$ cat src/rtl/color_pkg.sv
// Shared color encoding and lane count for the randomizer, queue and game logic.
package color_pkg;
  typedef logic [2:0] color_t;

  localparam color_t NONE   = 3'b000;
  localparam color_t PURPLE = 3'b001;
  localparam color_t ORANGE = 3'b010;
  localparam color_t YELLOW = 3'b011;
  localparam color_t BLUE   = 3'b100;
  localparam color_t RED    = 3'b101;
  localparam color_t GREEN  = 3'b110;

  localparam int LANES = 5;

  function automatic logic is_invalid(input color_t c);
    return (c == 3'b000) || (c == 3'b111);
  endfunction

  function automatic color_t sanitize(input color_t c);
    return is_invalid(c) ? PURPLE : c;
  endfunction

  // Cycles through the six legal colors, GREEN wraps back to PURPLE.
  function automatic color_t next_color(input color_t c);
    return (c == GREEN) ? PURPLE : color_t'(c + 3'd1);
  endfunction
endpackage

$ cat src/rtl/color_fifo.sv
// Circular color store; pops on empty are dropped, head reads NONE when empty.
module color_fifo
  import color_pkg::*;
#(
  parameter int DEPTH = 8
) (
  input  logic                     clk,
  input  logic                     rst,
  input  logic                     push,
  input  logic                     pop,
  input  color_t                   data,
  output color_t                   head,
  output logic [$clog2(DEPTH):0]   count
);
  localparam int AW = $clog2(DEPTH);
  localparam logic [AW:0] FULL = (AW+1)'(DEPTH);

  color_t          mem [DEPTH];
  logic [AW-1:0]   wptr, rptr;
  logic            pop_ok, push_ok;

  assign pop_ok  = pop && (count != '0);
  assign push_ok = push && ((count != FULL) || pop_ok);

  always_ff @(posedge clk) begin
    if (push_ok) mem[wptr] <= data;
  end

  always_ff @(posedge clk) begin
    if (rst) begin
      wptr  <= '0;
      rptr  <= '0;
      count <= '0;
    end else begin
      if (push_ok) wptr <= wptr + AW'(1);
      if (pop_ok)  rptr <= rptr + AW'(1);
      case ({push_ok, pop_ok})
        2'b10:   count <= count + (AW+1)'(1);
        2'b01:   count <= count - (AW+1)'(1);
        default: ;
      endcase
    end
  end

  assign head = (count == '0) ? NONE : mem[rptr];
endmodule

$ cat src/rtl/color_queue.sv
// Captures 5-lane color batches and feeds them one per cycle into color_fifo.
// Optional COLOR_QUEUE_NO_REPEAT_EN bumps a color equal to the previous push.
module color_queue
  import color_pkg::*;
#(
  parameter int DEPTH = 8
) (
  input  logic                     clk,
  input  logic                     rst,
  input  color_t                   random_color [0:LANES-1],
  input  logic                     fill_en,
  input  logic                     color_pop,
  output color_t                   color_out,
  output logic                     color_valid,
  output logic [$clog2(DEPTH):0]   count,
  output logic                     loading,
  output logic                     err_invalid
);
  localparam int CW = $clog2(DEPTH) + 1;
  localparam logic [CW-1:0] ROOM = CW'(DEPTH - LANES);
  localparam logic [2:0] LAST_IDX = 3'(LANES - 1);

  typedef enum logic {IDLE, LOAD} state_t;

  state_t            state;
  logic [2:0]        idx;
  color_t            snap     [LANES];
  color_t            lane_fix [LANES];
  logic [LANES-1:0]  lane_bad;
  logic              capture, push;
  color_t            push_data;

  for (genvar i = 0; i < LANES; i++) begin : g_lane
    assign lane_fix[i] = sanitize(random_color[i]);
    assign lane_bad[i] = is_invalid(random_color[i]);
  end

  // Space check guarantees the whole batch fits, so pushes never stall.
  assign capture = (state == IDLE) && fill_en && (count <= ROOM);
  assign push    = (state == LOAD);

`ifdef COLOR_QUEUE_NO_REPEAT_EN
  color_t last;

  always_comb begin
    push_data = snap[idx];
    if (push_data == last) push_data = next_color(push_data);
  end

  // NONE never matches a sanitized color, so the first push after reset is untouched.
  always_ff @(posedge clk) begin
    if (rst)       last <= NONE;
    else if (push) last <= push_data;
  end
`else
  always_comb begin
    push_data = snap[idx];
  end
`endif

  always_ff @(posedge clk) begin
    if (capture) snap <= lane_fix;
  end

  always_ff @(posedge clk) begin
    if (rst) begin
      state       <= IDLE;
      idx         <= '0;
      loading     <= 1'b0;
      err_invalid <= 1'b0;
    end else begin
      case (state)
        IDLE: if (capture) begin
          state   <= LOAD;
          idx     <= '0;
          loading <= 1'b1;
          if (|lane_bad) err_invalid <= 1'b1;
        end
        LOAD: if (idx == LAST_IDX) begin
          state   <= IDLE;
          idx     <= '0;
          loading <= 1'b0;
        end else begin
          idx <= idx + 3'd1;
        end
        default: state <= IDLE;
      endcase
    end
  end

  color_fifo #(.DEPTH(DEPTH)) u_fifo (
    .clk   (clk),
    .rst   (rst),
    .push  (push),
    .pop   (color_pop),
    .data  (push_data),
    .head  (color_out),
    .count (count)
  );

  assign color_valid = (count != '0);
endmodule

$ cat config.mk
export PLATFORM = sky130hd
export DESIGN_NAME = color_queue
export DESIGN_NICKNAME = d
export VERILOG_FILES = /design/src/rtl/color_pkg.sv /design/src/rtl/color_fifo.sv /design/src/rtl/color_queue.sv
export SDC_FILE = /design/constraint.sdc
export NUM_CORES = 1
export LEC_CHECK = 0
export CAP_MARGIN = 25
export CORE_MARGIN = 3
export CORE_UTILIZATION = 50
export CTS_BUF_LIST = sky130_fd_sc_hd__clkbuf_16
export DETAILED_ROUTE_END_ITERATION = 10
export HOLD_SLACK_MARGIN = 0.03
export PLACE_DENSITY = 0.8
export SETUP_SLACK_MARGIN = 0.15
export SYNTH_ARGS = -nofsm -noshare
export SYNTH_HDL_FRONTEND = slang
export SYNTH_SLANG_ARGS = --single-unit
$ cat constraint.sdc
create_clock -name clk -period 2.7 [get_ports clk]
set_input_delay 0.27 -clock clk [delete_from_list [all_inputs] [get_ports clk]]
set_output_delay 0.27 -clock clk [all_outputs]
set_load 0.01 [all_outputs]
# Yosys cells after proc, flatten, opt, wreduce, memory -nomap -nowiden
# Memories as Yosys holds them, arrays and structs flattened. A register that Yosys moved wholly into a read port is not among the register bits.
# Index checks and enable logic that the tools add are counted.
# Widths: inputs -> output; s select.
# classes
reduce_logical	21
n_bitwise	2
add_sub_neg	5
n_eq_ne	11
n_mux	18
n_lt_le_gt_ge	2
# ops
op	n
$mux 3	7
$eq 3x3->1 const B	6
$logic_not 3->1	5
$add 3x1->3 const B	3
$bmux 3 s3	1
$pmux 4 s2	1
$logic_or 1x1->1	6
$mux 1	6
$pmux 3 s2	1
$reduce_or 5->1	1
$add 4x1->4 const B	1
$ge 4x4->1 const B	1
$le 4x2->1 const B	1
$logic_and 1x1->1	4
$logic_not 4->1	1
$ne 4x4->1 const B	1
$not 3->4	1
$pmux 1 s2	2
$reduce_bool 4->1	1
$sub 4x1->4 const B	1
$reduce_and 3->1	1
$eq 2x1->1 const B	1
$eq 2x2->1 const B	1
$ne 2x1->1 const B	1
4 further kinds	4
# word_totals
input_bits	19
mem_count	1
word_cells	72
register_bits	31
mem_bits_rw	24
# memory_table
name	words	word_bits	rd	rd_clocked_by_memory_dff	write_ports	line_no	source
u_fifo.mem	8	3	1	1	1	color_fifo.sv:18	color_t mem [DEPTH];

# Logic depth before layout (Yosys ltp)
# Gate-level depths: netlist of the first run.
# depth
word_depth	6
mapped_depth	9

# Modules after synthesis
# Synthesis of the first run repeated with hierarchy kept, for this count alone.
# hier_totals
hier_cells	208
area_unflattened_um2	2683.8
# by_module_without_submodules
module	area_each_um2	instances	cells_each
color_fifo	1632.8	1	116
color_queue	1051.0	1	92

# Worst setup path after synthesis of the first run
# Ideal clock, no wire load.
# synth_timing
path_type	register to register
startpoint	register u_fifo.count[3]
endpoint	register snap[0] (netlist name) (enable)
t_arrival_ns	2.330
path_slack_ns	-0.068
setup_ns	0.438
stages_incl_launch_ff	3
path_buffers	1
period_less_slack_ns	2.768
path_cell_list	dfxtp_1 buf_4 nor4b_1
# synth_via
elab_chain_len	2
# synth_lines
item	line_no	source
start, declared	color_fifo.sv:13	output logic [$clog2(DEPTH):0] count
start signal, assigned	color_fifo.sv:38	2'b10: count <= count + (AW+1)'(1);
start signal, assigned	color_fifo.sv:39	2'b01: count <= count - (AW+1)'(1);
$le 4x2->1	color_queue.sv:39	assign capture = (state == IDLE) && fill_en && (count <= ROOM);
$logic_and 1x1->1	color_queue.sv:39	
via capture	color_queue.sv:30	logic capture, push;
end signal, assigned	color_queue.sv:62	if (capture) snap <= lane_fix;
end, declared	color_queue.sv:27	color_t snap [LANES];
# The timed path passes the listed nets, and every way through them passes these cells.
# A chain may end at the register's enable or synchronous reset.

==> results of run 1 <==
-- cells in the mapped netlist, types with 2 or more instances --
library cell / count
a211oi_1: 2
a21boi_0: 10
a21o_1: 2
a21oi_1: 5
a311oi_1: 5
buf_2: 2
buf_4: 2
clkbuf_1: 3
dfxtp_1: 19
edfxtp_1: 39
ha_1: 6
inv_1: 10
mux2i_1: 5
mux4_2: 9
nand2_1: 8
nand2b_1: 5
nand3_1: 5
nor2_1: 25
nor3_1: 6
o21ai_0: 5
o21bai_1: 5
or3_1: 2
xnor2_1: 4
xor2_1: 2
-- final cells by class --
| class | count | share of cell area (%) |
|---|---|---|
| well taps | 67 | 2.559 |
| repair buffers | 34 | 9.931 |
| multi-input cells | 128 | 31.21 |
| clock inverters | 7 | 0.8785 |
| inverters | 10 | 1.146 |
| flip-flops and latches | 58 | 47.40 |
| clock buffers | 9 | 6.875 |
-- state kept, by name, summed over array words and instances, names as in the netlist, named ones only --
name / cells
u_fifo.wptr: 3
push: 1
idx: 3
u_fifo.count: 4
err_invalid: 1
u_fifo.mem: 24
loading: 1
snap: 15
u_fifo.rptr: 3
-- stage by stage --
stage	hold WS (ns)	power [mW]	area [µm²]
CTS	0.5077	3.236	3274
floorplan	0.4541	1.902	2643
finish	0.5041	3.201	3276
global placement	0.4829	2.248	3020
detailed placement	0.5023	2.288	3020
global route	0.5252	3.404	3276
-- timing repair --
action	in CTS	in global routing
endpoints found under the setup margin	0	1
endpoints found under the hold margin	0	0
resized for setup	0	1
setup buffers	0	0
-- placed cells by master, fill, tap and decap left out, types with 2 or more instances in the layout --
| master | count |
|---|---|
| nand3_1 | 5 |
| a21oi_1 | 5 |
| xor2_1 | 2 |
| buf_4 | 6 |
| a21o_1 | 2 |
| xnor2_1 | 4 |
| o21bai_1 | 5 |
| clkdlybuf4s50_1 | 28 |
| a21boi_0 | 10 |
| edfxtp_1 | 39 |
| a211oi_1 | 2 |
| inv_1 | 11 |
| mux4_2 | 9 |
| dfxtp_1 | 18 |
| nand2b_1 | 5 |
| ha_1 | 6 |
| clkbuf_16 | 9 |
| clkinv_2 | 2 |
| nor3_1 | 6 |
| nor2_1 | 25 |
| o21ai_0 | 5 |
| or3_1 | 2 |
| mux2i_1 | 5 |
| a311oi_1 | 5 |
| clkinv_1 | 4 |
| nand2_1 | 8 |
-- power by group through the flow --
stage	clock network [mW]	logic [mW]	registers (mW)
final	0.943	0.973	1.29
after global routing	1.01	1.09	1.31
after CTS	0.959	0.991	1.29
after detailed placement	0	0.986	1.30
after global placement	0	0.955	1.29
after floorplan	0	0.645	1.26
-- per-layer routing --
metal / vias to the layer above / GRT usage [%]
met5: - / 0
met2: 34 / 28.18
met3: 12 / 4.931
met1: 786 / 19.35
li1: 844 / -
met4: 0 / 9.615
-- critical path, stage by stage, from the launching register on --
cell and delay [ns]:
dfxtp_1 0.54, mux4_2 0.55, mux2i_1 0.16, nor2_1 0.05, clkdlybuf4s50_1 0.47
-- cell families after synthesis --
| logic type | share of synthesized area (%) |
|---|---|
| AO/OA/AOI/OAI | 12.29 |
| adder cells (fa/ha/maj) | 3.607 |
| XOR/XNOR | 1.993 |
| buffers and inverters | 2.942 |
| flip-flops | 58.85 |
| AND/OR/NAND/NOR | 10.30 |
| multiplexers | 10.01 |
-- path summary, 6_finish.rpt --
path	slack, ns	startpoint	cells past startpoint	endpoint
max reg2reg	0.40	u_fifo.count[1]$_SDFFE_PP0P_	8	u_fifo.count[3]$_SDFFE_PP0P_
min	0.50	loading$_SDFFE_PP0P_	2	loading$_SDFFE_PP0P_
min reg2reg	0.50	loading$_SDFFE_PP0P_	2	loading$_SDFFE_PP0P_
max	0.34	flip-flop	4	color_out[2]
==> flow_summary.yaml, run 1 <==
drt:
  post_drt_wl_per_cell_um: 14.35
  drtPass1Iterations: 4
  ant_nets: 0
  vias: 1676
  drc: 0
  routed_wl_um: 4493
  wl_met1_um: 1938
  via_per_inst: 5.355
  wl_met2_um: 2242
  highest_layer: "met4"
  met3_length_um: 193
  first_iter_violations: 76
placed_design:
  dp_hpwl_um: 3230
  routabilityCongestion: 0.8340
  place_ws_ns: 0.06809
  portBuffers: 28
  dp_cells: 297
sta:
  rsz0062_at_grt: "false"
  tightest_slew_ns: 0.9302
  maxSlewHeadroom_pct: 37.33
  timing.final.ws_setup_ns: 0.3407
  tns_ns: 0
  setup_viol: 0
  hold_viol: 0
  max_clock_freq_ghz: 0.4239
  slew_violations: 0
  fin_crit_ns: 2.359
  worst_clock_skew_ns: 0.002114
  fin_crit_sh_pct: 87.38
power_and_ir_drop:
  p_sw_uw: 934.9
  power.internal_mw: 2.266
  p_leak_nw: 1.170
  peakVddDrop_mv: 0.5231
  power.density_nw_per_um2: 977.3
  netSwitchingFraction_pct: 29.20
  p_clk_share_pct: 29.4
  seqPwrFrac_pct: 40.2
  pwr-share-comb_pct: 30.4
clock_network:
  clk_latency_ns: 0.32
  root_buffer: "clkbuf_16"
  cts.path.max_buffers: 2
  cts_tree: "done"
  clkSinkCount: 58
  cts-buffers-inserted: 9
  htree_num_levels: 3
  cts.clk_slew.worst_paths_ns: 0.05
  postCtsHoldBufs: 0
synthesis:
  synth_edf_count: 39
  netlist_instances: 204
  synth_top_area_share_pct: 44.42
  synth-async-reset-ratio_pct: 0
  ys.flop_type: "edfxtp_1"
  ys_seq_elements: 58
  synth_nets: 230
  avgSynthCellArea_um2: 12.92
  synth_area_um2: 2636
  ys_warn_count: 0
  yosys.area.top_type: "edfxtp_1"
  synthTopCellsByArea: "edfxtp_1, dfxtp_1, mux4_2"
  synth.distinct_cells: 42
  yosysSeqAreaShare_pct: 58.85
layout:
  syn_to_final_growth_pct: 24.25
  fin_util_pct: 66.70
  multi_input_area_um2: 1022
  diodes: 0
  drive_gt1_share_pct: 12.60
  stdcell_count: 313
  nets: 267
  ff_latch_area_um2: 1553
  fillCellCount: 382
setup_path:
  cp.required_ns: 2.43
  crit_type: "reg2out"
  cp.arrival_ns: 2.09
  end_kind: "output port"
  critPathLaunchType: "flip-flop"
  path_max_fanout: 6
grt:
  grt_max_degree: 19
  grt_pass1_wl_um: 7741
  grt-ovfl-total: 0
  grt_pass1_vias: 1707
  antenna_found_initial: 0
  grt_usage_pct: 16.91
floorplanning:
  ios: 29
  die-area_um2: 6180
  die_h_um: 78.61
  row_count: 25
  core-area_um2: 4911
  die_width_um: 78.61
  initial_utilization_pct: 53.68
job:
  cap_violations: 0
worst_hold_path:
  min_path_type: "reg2reg"
run_status:
  status: "completed"
Power figures use the tool's default switching activity.
==> run 2, diff against run 1 <==
- CORE_ASPECT_RATIO: default -> 0.9
- SLEW_MARGIN: default -> 25
- clock period: 2.7 -> 2 ns (I/O delays scaled with it)
==> flow_summary.yaml, run 2 (same netlist as run 1, synthesis figures left out) <==
clock_network:
  clk_latency_ns: 0.33
  htree_num_levels: 3
  clkSinkCount: 58
  cts_tree: "done"
  root_buffer: "clkbuf_16"
  cts.clk_slew.worst_paths_ns: 0.05
  cts.path.max_buffers: 2
  cts-buffers-inserted: 9
setup_path:
  path_max_fanout: 2
  critical-path-top-delay-family: "compound AO/OA/AOI/OAI gates"
  r2r_end: "u_fifo.count[3]$_SDFFE_PP0P_"
  ff2ff_setup_slack_ns: -0.12
  slowest_delay_ns: 0.37
  r2r-start: "u_fifo.count[1]$_SDFFE_PP0P_"
  cp.required_ns: 2.21
  crit_chain: "o41ai_4 > or2_4 > inv_4 > ha_4 > a21o_1 > a21o_1 > a31oi_1 > mux2_1"
  critPathLaunchType: "flip-flop"
  reg2regPathDepth: 8
  end_kind: "flip-flop"
  path_buf_inv: 1
  crit_type: "reg2reg"
  cp.arrival_ns: 2.33
  crit_path_frequent_cell: "a21o_1"
  slowest_stage: "o41ai_4"
power_and_ir_drop:
  power.total_mw: 4.771
  peakVddDrop_mv: 0.7920
  p_leak_nw: 1.253
  power.density_nw_per_um2: 1382
floorplanning:
  ios: 29
  die-area_um2: 6181
  row_count: 24
  die_h_um: 74.89
  core-area_um2: 4955
  die_width_um: 82.54
  initial_utilization_pct: 53.21
layout:
  fin_util_pct: 69.67
  syn_to_final_growth_pct: 30.94
  largest-register: "u_fifo.mem"
  layout_commonest_cell: "edfxtp_1"
  largest_reg_flops: 24
  stdcell_count: 322
  diodes: 0
  drive_gt1_share_pct: 22.18
  final_area_um2: 3452
  reg_top3: "u_fifo.mem x24, snap x15, u_fifo.count x4"
  nets: 278
  mostFrequentLayoutCells: "edfxtp_1, nor2_1, clkdlybuf4s50_1, buf_4, dfxtp_1"
drt:
  routed_wl_um: 4719
  drtPass1Iterations: 4
  ant_nets: 0
  first_iter_violations: 94
  vias: 1729
  drc: 0
  via_per_inst: 5.370
  post_drt_wl_per_cell_um: 14.66
sta:
  maxSlewHeadroom_pct: 64.37
  rsz0062_at_grt: "true"
  setup_viol: 1
  hold_viol: 0
  slew_violations: 0
  fin_crit_ns: 2.122
  max_clock_freq_ghz: 0.4713
  tns_ns: -0.1219
  whs_ns: 0.4875
  timing.final.ws_setup_ns: -0.1219
  tightest_slew_ns: 0.5309
  worst_clock_skew_ns: 0.007051
  fin_crit_sh_pct: 106.1
worst_hold_path:
  hold-path-cell-count: 2
  min_path_type: "reg2reg"
  hp-start: "loading$_SDFFE_PP0P_"
  holdPathEnd: "loading$_SDFFE_PP0P_"
placed_design:
  routabilityCongestion: 0.7893
  dpl_cell_area_um2: 3137
  dp_hpwl_um: 3355
  portBuffers: 28
  dp_cells: 304
  place_ws_ns: -0.4080
job:
  cap_violations: 0
run_status:
  violations: "negative setup slack"
  status: "finished with violations"
grt:
  grt_usage_pct: 17.62
  grt_pass1_wl_um: 7810
  grt_pass1_vias: 1665
  grt_max_degree: 18
  grt-ovfl-total: 0
  antenna_found_initial: 0
-- run 2: cell types whose count changed in the layout (fill, tap and decap cells not counted), sizes merged --
cell           previous run  this run
buf                       6        20
clkdlybuf4s50            28        24
clkinv                    6         3
bufinv                    0         1
clkbuf                    9        10
clkinvlp                  0         1
dlygate4sd2               0         1
-- run 2: worst max path at each step --
stage	slack, ns	cells past startpoint	start	to
after floorplan	-0.33	9	u_fifo.count[0]$_SDFFE_PP0P_	u_fifo.count[3]$_SDFFE_PP0P_
after global placement	-0.35	9	color_pop	u_fifo.count[3]$_SDFFE_PP0P_
after detailed placement	-0.41	9	color_pop	u_fifo.count[3]$_SDFFE_PP0P_
after CTS	-0.15	8	u_fifo.count[1]$_SDFFE_PP0P_	u_fifo.count[3]$_SDFFE_PP0P_
after global routing	-0.21	8	u_fifo.count[1]$_SDFFE_PP0P_	u_fifo.count[3]$_SDFFE_PP0P_
final	-0.12	8	u_fifo.count[1]$_SDFFE_PP0P_	u_fifo.count[3]$_SDFFE_PP0P_
-- run 2: area by class of cell --
class | count | area (µm²)
clock inverter | 6 | 55.05
multi-input combinational | 128 | 1065
sequential | 58 | 1556
fill | 354 | 1503
timing repair buffer | 45 | 404.1
clock buffer | 10 | 250.2
inverter | 10 | 40.04
tap | 65 | 81.33
-- run 2: worst register-to-register path, cell delays in order (launching register included) --
cell	delay [ns]
dfxtp_2	0.33
o41ai_4	0.37
or2_4	0.19
inv_4	0.04
ha_4	0.20
a21o_1	0.18
a21o_1	0.18
a31oi_1	0.19
mux2_1	0.34
-- run 2: what timing repair did --
item                                    CTS  global route
hold buffers                              0             0
gates resized for setup                  16             3
setup buffers                             1             1
cloned                                    0             0
endpoints found under the setup margin    5            23
pin swaps                                 3             0
-- run 2: metal layers --
| layer | GRT usage [%] | vias to the layer above | part of all wire, % |
|---|---|---|---|
| li1 | - | 858 | - |
| met1 | 20.60 | 821 | 42 |
| met2 | 29.00 | 45 | 52 |
| met3 | 8.493 | 5 | 5.5 |
| met4 | 5.263 | 0 | 0.93 |
| met5 | 0 | - | 0 |
-- run 2: power breakdown --
| part | switching [mW] | leakage (nW) | internal (mW) |
|---|---|---|---|
| logic | 0.751 | 0.585 | 0.816 |
| registers | 0.117 | 0.516 | 1.56 |
| clock network | 0.499 | 0.152 | 1.02 |
==> run 3, diff against run 2 <==
- CTS_CLUSTER_SIZE: default -> 28
==> results of run 3 <==
No change in the layout: final DEF, timing and power equal those of run 2.
